<file path="config.mk">
export PLATFORM = sky130hd
export DESIGN_NAME = usb_token_rx
export DESIGN_NICKNAME = d
export VERILOG_FILES = /design/src/rtl/types_pkg.sv /design/src/rtl/usb_crc5.sv /design/src/rtl/usb_token_rx.sv
export SDC_FILE = /design/constraint.sdc
export NUM_CORES = 1
export LEC_CHECK = 0
export CORE_MARGIN = 8
export CORE_UTILIZATION = 40
export CTS_CLUSTER_DIAMETER = 80
export DETAILED_ROUTE_END_ITERATION = 10
export GPL_ROUTABILITY_DRIVEN = 0
export MAX_ROUTING_LAYER = met4
export SYNTH_ARGS = -nofsm -noshare
export SYNTH_HDL_FRONTEND = slang
export SYNTH_HIERARCHICAL = 1
export SYNTH_SLANG_ARGS = --single-unit
export TNS_END_PERCENT = 5
</file>
<file path="constraint.sdc">
create_clock -name clk -period 2.35 [get_ports clk]
set_input_delay 0.47 -clock clk [delete_from_list [all_inputs] [get_ports clk]]
set_output_delay 0.47 -clock clk [all_outputs]
set_load 0.03 [all_outputs]
</file>
<file path="src/rtl/types_pkg.sv">
// rtl/types_pkg.sv - shared SIE types: PIDs, token record, status bits, CRC5 helpers
package types;

  localparam bit         USB_FULL_SPEED = 1'b0;
  localparam logic [4:0] CRC5_INIT      = 5'b11111;
  localparam logic [4:0] CRC5_POLY      = 5'b00101;
  localparam logic [4:0] CRC5_RESIDUAL  = 5'b01100;

  typedef enum logic [3:0] {
    RESERVED = 4'b0000,
    OUT      = 4'b0001,
    ACK      = 4'b0010,
    DATA0    = 4'b0011,
    PING     = 4'b0100,
    SOF      = 4'b0101,
    NYET     = 4'b0110,
    DATA2    = 4'b0111,
    SPLIT    = 4'b1000,
    IN       = 4'b1001,
    NAK      = 4'b1010,
    DATA1    = 4'b1011,
    PRE_ERR  = 4'b1100,
    SETUP    = 4'b1101,
    STALL    = 4'b1110,
    MDATA    = 4'b1111
  } pid_t;

  typedef struct packed {
    pid_t       pid;
    logic [3:0] pidx;
    logic [6:0] addr;
    logic [3:0] endp;
    logic [4:0] crc5;
  } token_t;

  typedef struct packed {
    logic token_done;
    logic pid_err;
    logic crc5_err;
  } usb_status_t;

  // Folds one received byte into the CRC5 register, LSB first as on the wire.
  function automatic logic [4:0] crc5_byte(input logic [4:0] crc, input logic [7:0] data);
    logic [4:0] c;
    logic       fb;
    c = crc;
    for (int i = 0; i < 8; i++) begin
      fb = data[i] ^ c[4];
      c  = {c[3:0], 1'b0} ^ (fb ? CRC5_POLY : 5'b00000);
    end
    return c;
  endfunction

  function automatic logic is_token_pid(input pid_t p);
    return (p == OUT) || (p == IN) || (p == SOF) || (p == SETUP);
  endfunction

endpackage

</file>
<file path="src/rtl/usb_crc5.sv">
// rtl/usb_crc5.sv - CRC5 register with per-byte update, init and residual check
module usb_crc5
  import types::*;
(
  input  logic       clk,
  input  logic       rst_n,
  input  logic       init,
  input  logic       update,
  input  logic [7:0] data,
  output logic [4:0] crc,
  output logic       ok
);

  always_ff @(posedge clk or negedge rst_n) begin
    if (!rst_n) begin
      crc <= CRC5_INIT;
    end else if (init) begin
      crc <= CRC5_INIT;
    end else if (update) begin
      crc <= crc5_byte(crc, data);
    end
  end

  assign ok = (crc == CRC5_RESIDUAL);

endmodule

</file>
<file path="src/rtl/usb_token_rx.sv">
// rtl/usb_token_rx.sv - token packet receiver: PID check, token assembly, CRC5 check
module usb_token_rx
  import types::*;
(
  input  logic       clk,
  input  logic       rst_n,
  input  logic [7:0] rx_data,
  input  logic       rx_valid,
  input  logic       rx_active,
  input  logic       rx_error,
  output logic       pid_valid,
  output pid_t       pid,
  output token_t     token,
  output logic       token_valid,
  output logic       pid_err,
  output logic       crc5_err
);

  typedef enum logic [2:0] {IDLE, ADDR, ENDP_CRC, WAIT_EOP, DISCARD} state_t;

  state_t     state;
  logic       armed;
  token_t     work;
  logic       crc_init;
  logic       crc_update;
  logic       crc_ok;
  logic [4:0] crc_reg;

  assign crc_init   = (state == IDLE);
  assign crc_update = rx_valid && !rx_error && ((state == ADDR) || (state == ENDP_CRC));

  usb_crc5 u_crc5 (
    .clk    (clk),
    .rst_n  (rst_n),
    .init   (crc_init),
    .update (crc_update),
    .data   (rx_data),
    .crc    (crc_reg),
    .ok     (crc_ok)
  );

  // armed only after rx_active has been seen low, so a packet cut by reset is not re-parsed.
  always_ff @(posedge clk or negedge rst_n) begin
    if (!rst_n) begin
      state       <= IDLE;
      armed       <= 1'b0;
      work        <= '0;
      pid         <= RESERVED;
      token       <= '0;
      pid_valid   <= 1'b0;
      token_valid <= 1'b0;
      pid_err     <= 1'b0;
      crc5_err    <= 1'b0;
    end else begin
      pid_valid   <= 1'b0;
      token_valid <= 1'b0;
      pid_err     <= 1'b0;
      crc5_err    <= 1'b0;
      if (!rx_active) armed <= 1'b1;

      case (state)
        IDLE: begin
          if (rx_valid && rx_active && armed) begin
            armed <= 1'b0;
            if (rx_error) begin
              state <= DISCARD;
            end else if (rx_data[7:4] == ~rx_data[3:0]) begin
              pid       <= pid_t'(rx_data[3:0]);
              pid_valid <= 1'b1;
              work.pid  <= pid_t'(rx_data[3:0]);
              work.pidx <= rx_data[7:4];
              state     <= is_token_pid(pid_t'(rx_data[3:0])) ? ADDR : DISCARD;
            end else begin
              pid_err <= 1'b1;
              state   <= DISCARD;
            end
          end
        end
        ADDR: begin
          if (rx_error) begin
            state <= DISCARD;
          end else if (rx_valid) begin
            work.addr    <= rx_data[6:0];
            work.endp[0] <= rx_data[7];
            state        <= ENDP_CRC;
          end else if (!rx_active) begin
            crc5_err <= 1'b1;
            state    <= IDLE;
          end
        end
        ENDP_CRC: begin
          if (rx_error) begin
            state <= DISCARD;
          end else if (rx_valid) begin
            work.endp[3:1] <= rx_data[2:0];
            work.crc5      <= rx_data[7:3];
            state          <= WAIT_EOP;
          end else if (!rx_active) begin
            crc5_err <= 1'b1;
            state    <= IDLE;
          end
        end
        WAIT_EOP: begin
          if (rx_error) begin
            state <= DISCARD;
          end else if (rx_valid) begin
            crc5_err <= 1'b1;
            state    <= DISCARD;
          end else if (!rx_active) begin
            if (crc_ok) begin
              token_valid <= 1'b1;
              token       <= work;
            end else begin
              crc5_err <= 1'b1;
            end
            state <= IDLE;
          end
        end
        DISCARD: begin
          if (!rx_active) state <= IDLE;
        end
        default: state <= IDLE;
      endcase
    end
  end

endmodule

</file>
; After elaboration in Yosys (flattened, before gate mapping)
; Cells that the tools add are included.
[word_totals]
in_bits = 13
register_bits = 61
output_inout_bits = 32
[op_classes]
bitwise = 20
reduce_logical = 16
n_eq_ne = 11
n_mux = 46
[op_table]
columns = cell, count
row1 = $mux 3, 19
row2 = $xor 5x5->5, 8
row3 = $mux 1, 23
row4 = $pmux 3 s5, 1
row5 = $mux 5, 2
row6 = $eq 4x4->1 const B, 2
row7 = $xor 1x1->1, 8
row8 = $eq 3x2->1 const B, 2
row9 = $reduce_and 3->1, 2
row10 = $eq 5x4->1 const B, 1
row11 = $reduce_and 5->1, 1
row12 = $eq 4x1->1 const B, 1
row13 = $eq 4x3->1 const B, 1
row14 = $eq 4x4->1, 1
row15 = $logic_and 1x1->1, 4
row16 = $logic_or 1x1->1, 4
row17 = $not 4->4, 1
row18 = $reduce_and 4->1, 1
row19 = $eq 3x1->1 const B, 1
row20 = $eq 3x3->1 const B, 1
row21 = $logic_not 3->1, 1
row22 = $not 1->1, 3
row23 = $ne 2x1->1 const B, 1
row24 = $pmux 1 s2, 1
row25 = other kinds (3), 3

; Depth between registers and ports, before layout
; Gate-level depths: netlist of run 1.
[depth]
ltp_word = 26
ltp_mapped = 9

; By module
; Netlist of run 1, hierarchy kept.
[modules_own_cells]
columns = module, cells_per_inst, instances, area_each_um2, seq_area_each_um2
row1 = usb_token_rx, 165, 1, 2304.7, 1401.3
row2 = usb_crc5, 36, 1, 414.1, 131.4

; Least setup slack after synthesis of run 1
; Ideal clock, no wire load.
[synth_path]
path_kind = input -> register
start = input rx_valid
end = register u_crc5.crc[0]
setup_slack_ns = 0.308
arrival_ns = 1.960
t_required_ns = 2.268
path_stages = 8
n_path_buf = 3
cell_sequence = clkbuf_1 nand3b_1 or3_1 clkbuf_1 nand2_1 clkbuf_1 nor2b_1 a211o_1
[synth_between]
elab_chain_len = 3
[synth_rtl]
columns = item, line
row1 = "start, declared", usb_token_rx.sv:8  ; input logic rx_valid,
row2 = $logic_and 1x1->1 (2 in a row), usb_token_rx.sv:30  ; assign crc_update = rx_valid && !rx_error && ((state == ADDR) || (state == ENDP_CRC));
row3 = via crc_update, usb_token_rx.sv:25  ; logic crc_update;
row4 = $reduce_bool 2->1 (no source line), --
row5 = "end signal, assigned", usb_crc5.sv:20  ; crc <= crc5_byte(crc, data);
row6 = "end, declared", usb_crc5.sv:10  ; output logic [4:0] crc,
; The timed path passes the listed nets, and every way through them passes these cells.
; A chain may end at the register's enable or synchronous reset.

; Worst setup path after layout of run 1
[layout_path]
start = input rx_data[4]
end = register work[17] (netlist name)
[layout_between]
elab_chain_len = 2
[layout_rtl]
columns = item, line
row1 = "start, declared", usb_token_rx.sv:7  ; input logic [7:0] rx_data,
row2 = $eq 4x4->1, usb_token_rx.sv:67  ; end else if (rx_data[7:4] == ~rx_data[3:0]) begin
row3 = $reduce_and 4->1 (no source line), --
row4 = "end, declared", usb_token_rx.sv:23  ; token_t work;
; No other way between the ends.

==> qor.csv, run 1 <==
metric,value,unit
antenna_found_initial,0,
synth_area_leaders,"dfrtp_1 52%, mux2_2 16%, dfstp_2 4.8%, xnor2_1 3.5%, mux2_4 3.3%",
placed_area,3360,sq um
grt_pass1_vias,1882,
area_delta_synth_final,31.0,%
ys_warn_count,6,
grt_max_degree,39,
seqPwrFrac,48.1,%
synth.distinct_cells,35,
dp_hpwl,4.00,mm
clock_latency,0.33,ns
drive_above_1_share,32.8,%
io_buffers,44,
final_util,53.3,%
syn-cell-area,2720,sq um
met1_usage,16.4,%
critPathRequiredTime,2.56,ns
rsz0062_at_grt,no,
htreeDepth,3,
cts_sinks,61,
drt_wl_total,5.61,mm
synthTopCellsByCount,"56 x dfrtp_1, 38 x mux2_2, 11 x nand2_1, 11 x xnor2_1, 9 x o21ai_0",
max_slew_margin,63.2,%
vias,1718,
swShare,23.4,%
cts_resized,0,
fmax,494,MHz
die_area,9690,sq um
worst_ep_arrival_time,2.24,ns
hold_path_class,in -> async,
die-height,98.4,um
clockBufferDepth,2,
first_pass_iters,4,
overflow,0,
final_nets,277,
postCtsSetupBuffers,0,
vdd_ir_drop_max,345,uV
ctsHoldBuffers,0,
synthesis.nets,214,
period_share,86.1,%
synth_area_leader_cell,dfrtp_1,
p_switching,0.531,mW
track_usage,13.1,%
ios,45,
hold_violations,0,
clk_pin_slew,0.07,ns
met2_usage,19.3,%
max_cap_viol_count,0,
fill_cells,586,
post_drt_wl_per_cell,16.1,um
ys_ff_latch,61,
final.min_clock_period,2.02,ns
synth_cells,201,
start_util,40.7,%
worst_slew_pin_slew,0.552,ns
drtAntennaViolNets,0,
drv_slew,0,
grt_busiest_layer,met2,
viasPerCell,4.94,
cts_buffers,9,
synth.most_common_cell,dfrtp_1,
cp-end-kind,flip-flop,
p_clk_share,41.4,%
syn_avg_cell_area,13.5,sq um
antenna_cells,0,
synth_edf_count,0,
num_rows,30,
finalPower,2.27,mW
final_area,3560,sq um
status,finished clean,
synth_top_area_share,51.5,%
fin_tns_setup,0,ns
power_density,638,nW/um^2
synthFlopType,dfrtp_1,
cts_tree,done,
setup_viol,0,
cp-start-kind,input port,
grt_util_met3,4.16,%
drtIter0Drc,61,
die_w,98.4,um
worstSetupPathType,in -> reg,
drcViolationCount,0,
p_int,1.74,mW
core,6680,sq um
fin_skew,0.00755,ns
grt_pass1_wl,9.57,mm
power_frac_comb,10.4,%
rr_worst_depth,5,
fin_hold_ws,0.121,ns
synth-seq-area-share,56.4,%
cts-root-buf,clkbuf_8,
synth-async-reset-ratio,100,%
leakagePower,1.73,nW
critPathMaxFanout,8,
==> worst max-delay path, cell delays in order <==
cell,delay [ns]
clkdlybuf4s50_1,0.48
xnor2_1,0.16
nor4_2,0.27
or3b_1,0.36
buf_4,0.19
mux2_4,0.30
==> cells by family after synthesis <==
family                    synth area share (%)
DFF                                       56.4
buffers and inverters                     3.36
xor gates and xnor gates                  8.42
and+or+nand+nor                           7.78
AOI/OAI and AO/OA                         3.54
muxes                                     20.5
==> placed cells by master (no fill, tap or decap), types with 2 or more instances in the layout <==
cell / instances
a21oi_1: 3
a31oi_1: 2
buf_12: 2
buf_4: 18
clkbuf_8: 11
clkdlybuf4s50_1: 43
clkinvlp_4: 2
dfrtp_1: 56
dfstp_2: 5
inv_1: 6
mux2_2: 38
mux2_4: 6
mux2i_1: 4
nand2_1: 11
nand3_1: 6
nand3b_1: 2
nor2_1: 4
nor2b_1: 3
nor3_1: 3
o21ai_0: 9
xnor2_1: 11
xnor3_1: 4
xor2_1: 3
==> through the flow <==
step / cells / setup WS, ns
2_1_floorplan: 201 / 0.308
3_3_place_gp: 333 / -0.0123
3_5_place_dp: 333 / -0.0434
4_1_cts: 348 / 0.310
5_1_grt: 348 / 0.206
6_report: 348 / 0.328
==> power groups by stage <==
stage / Combinational, mW / Clock [mW] / Sequential, mW
after floorplan: 0.135 / 0 / 1.11
after global placement: 0.241 / 0 / 1.11
after detailed placement: 0.242 / 0 / 1.11
after CTS: 0.242 / 0.963 / 1.09
after global routing: 0.260 / 1.01 / 1.10
final: 0.237 / 0.941 / 1.09
==> area by class of cell <==
type / instances / area, sq um / area share [%]
flip-flops and latches: 61 / 1530 / 43.0
clock inverters: 3 / 45.0 / 1.26
well taps: 80 / 100 / 2.81
repair buffers: 64 / 611 / 17.1
clock buffers: 12 / 155 / 4.36
inverters: 6 / 22.5 / 0.632
multi-input cells: 122 / 1090 / 30.7
==> metal layers <==
layer | routed length (um) | share of wire (%) | up-vias
met2 | 2630 | 47 | 32
met1 | 2670 | 48 | 858
met5 | 0 | 0 | -
met3 | 226 | 4.0 | 8
li1 | - | - | 820
met4 | 82 | 1.5 | 0
==> path summary, 6_finish.rpt <==
| kind | from | to | slack [ns] |
|---|---|---|---|
| min in group clk | token[19]$_DFFE_PN0P_ | token[19]$_DFFE_PN0P_ | 0.49 |
| worst max-delay path | rx_data[4] | work[17]$_DFFE_PN0P_ | 0.33 |
| max in group asynchronous | rst_n | pid_err$_DFF_PN0_ | 1.64 |
| worst min register to register | token[19]$_DFFE_PN0P_ | token[19]$_DFFE_PN0P_ | 0.49 |
| worst max register to register | state[0]$_DFFE_PN0P_ | work[17]$_DFFE_PN0P_ | 0.38 |
| worst min-delay path | rst_n | token[9]$_DFFE_PN0P_ | 0.12 |
Note: power is estimated with default switching activity, not from simulation.
==> inputs of run 2 (changes only) <==
--- a/config.mk
+++ b/config.mk
@@ -15,4 +15,4 @@
 export SYNTH_HDL_FRONTEND = slang
 export SYNTH_HIERARCHICAL = 1
 export SYNTH_SLANG_ARGS = --single-unit
-export TNS_END_PERCENT = 5
+export TNS_END_PERCENT = 100
==> results of run 2 <==
Same layout as run 1: the final DEF is identical, and so are final timing and power.
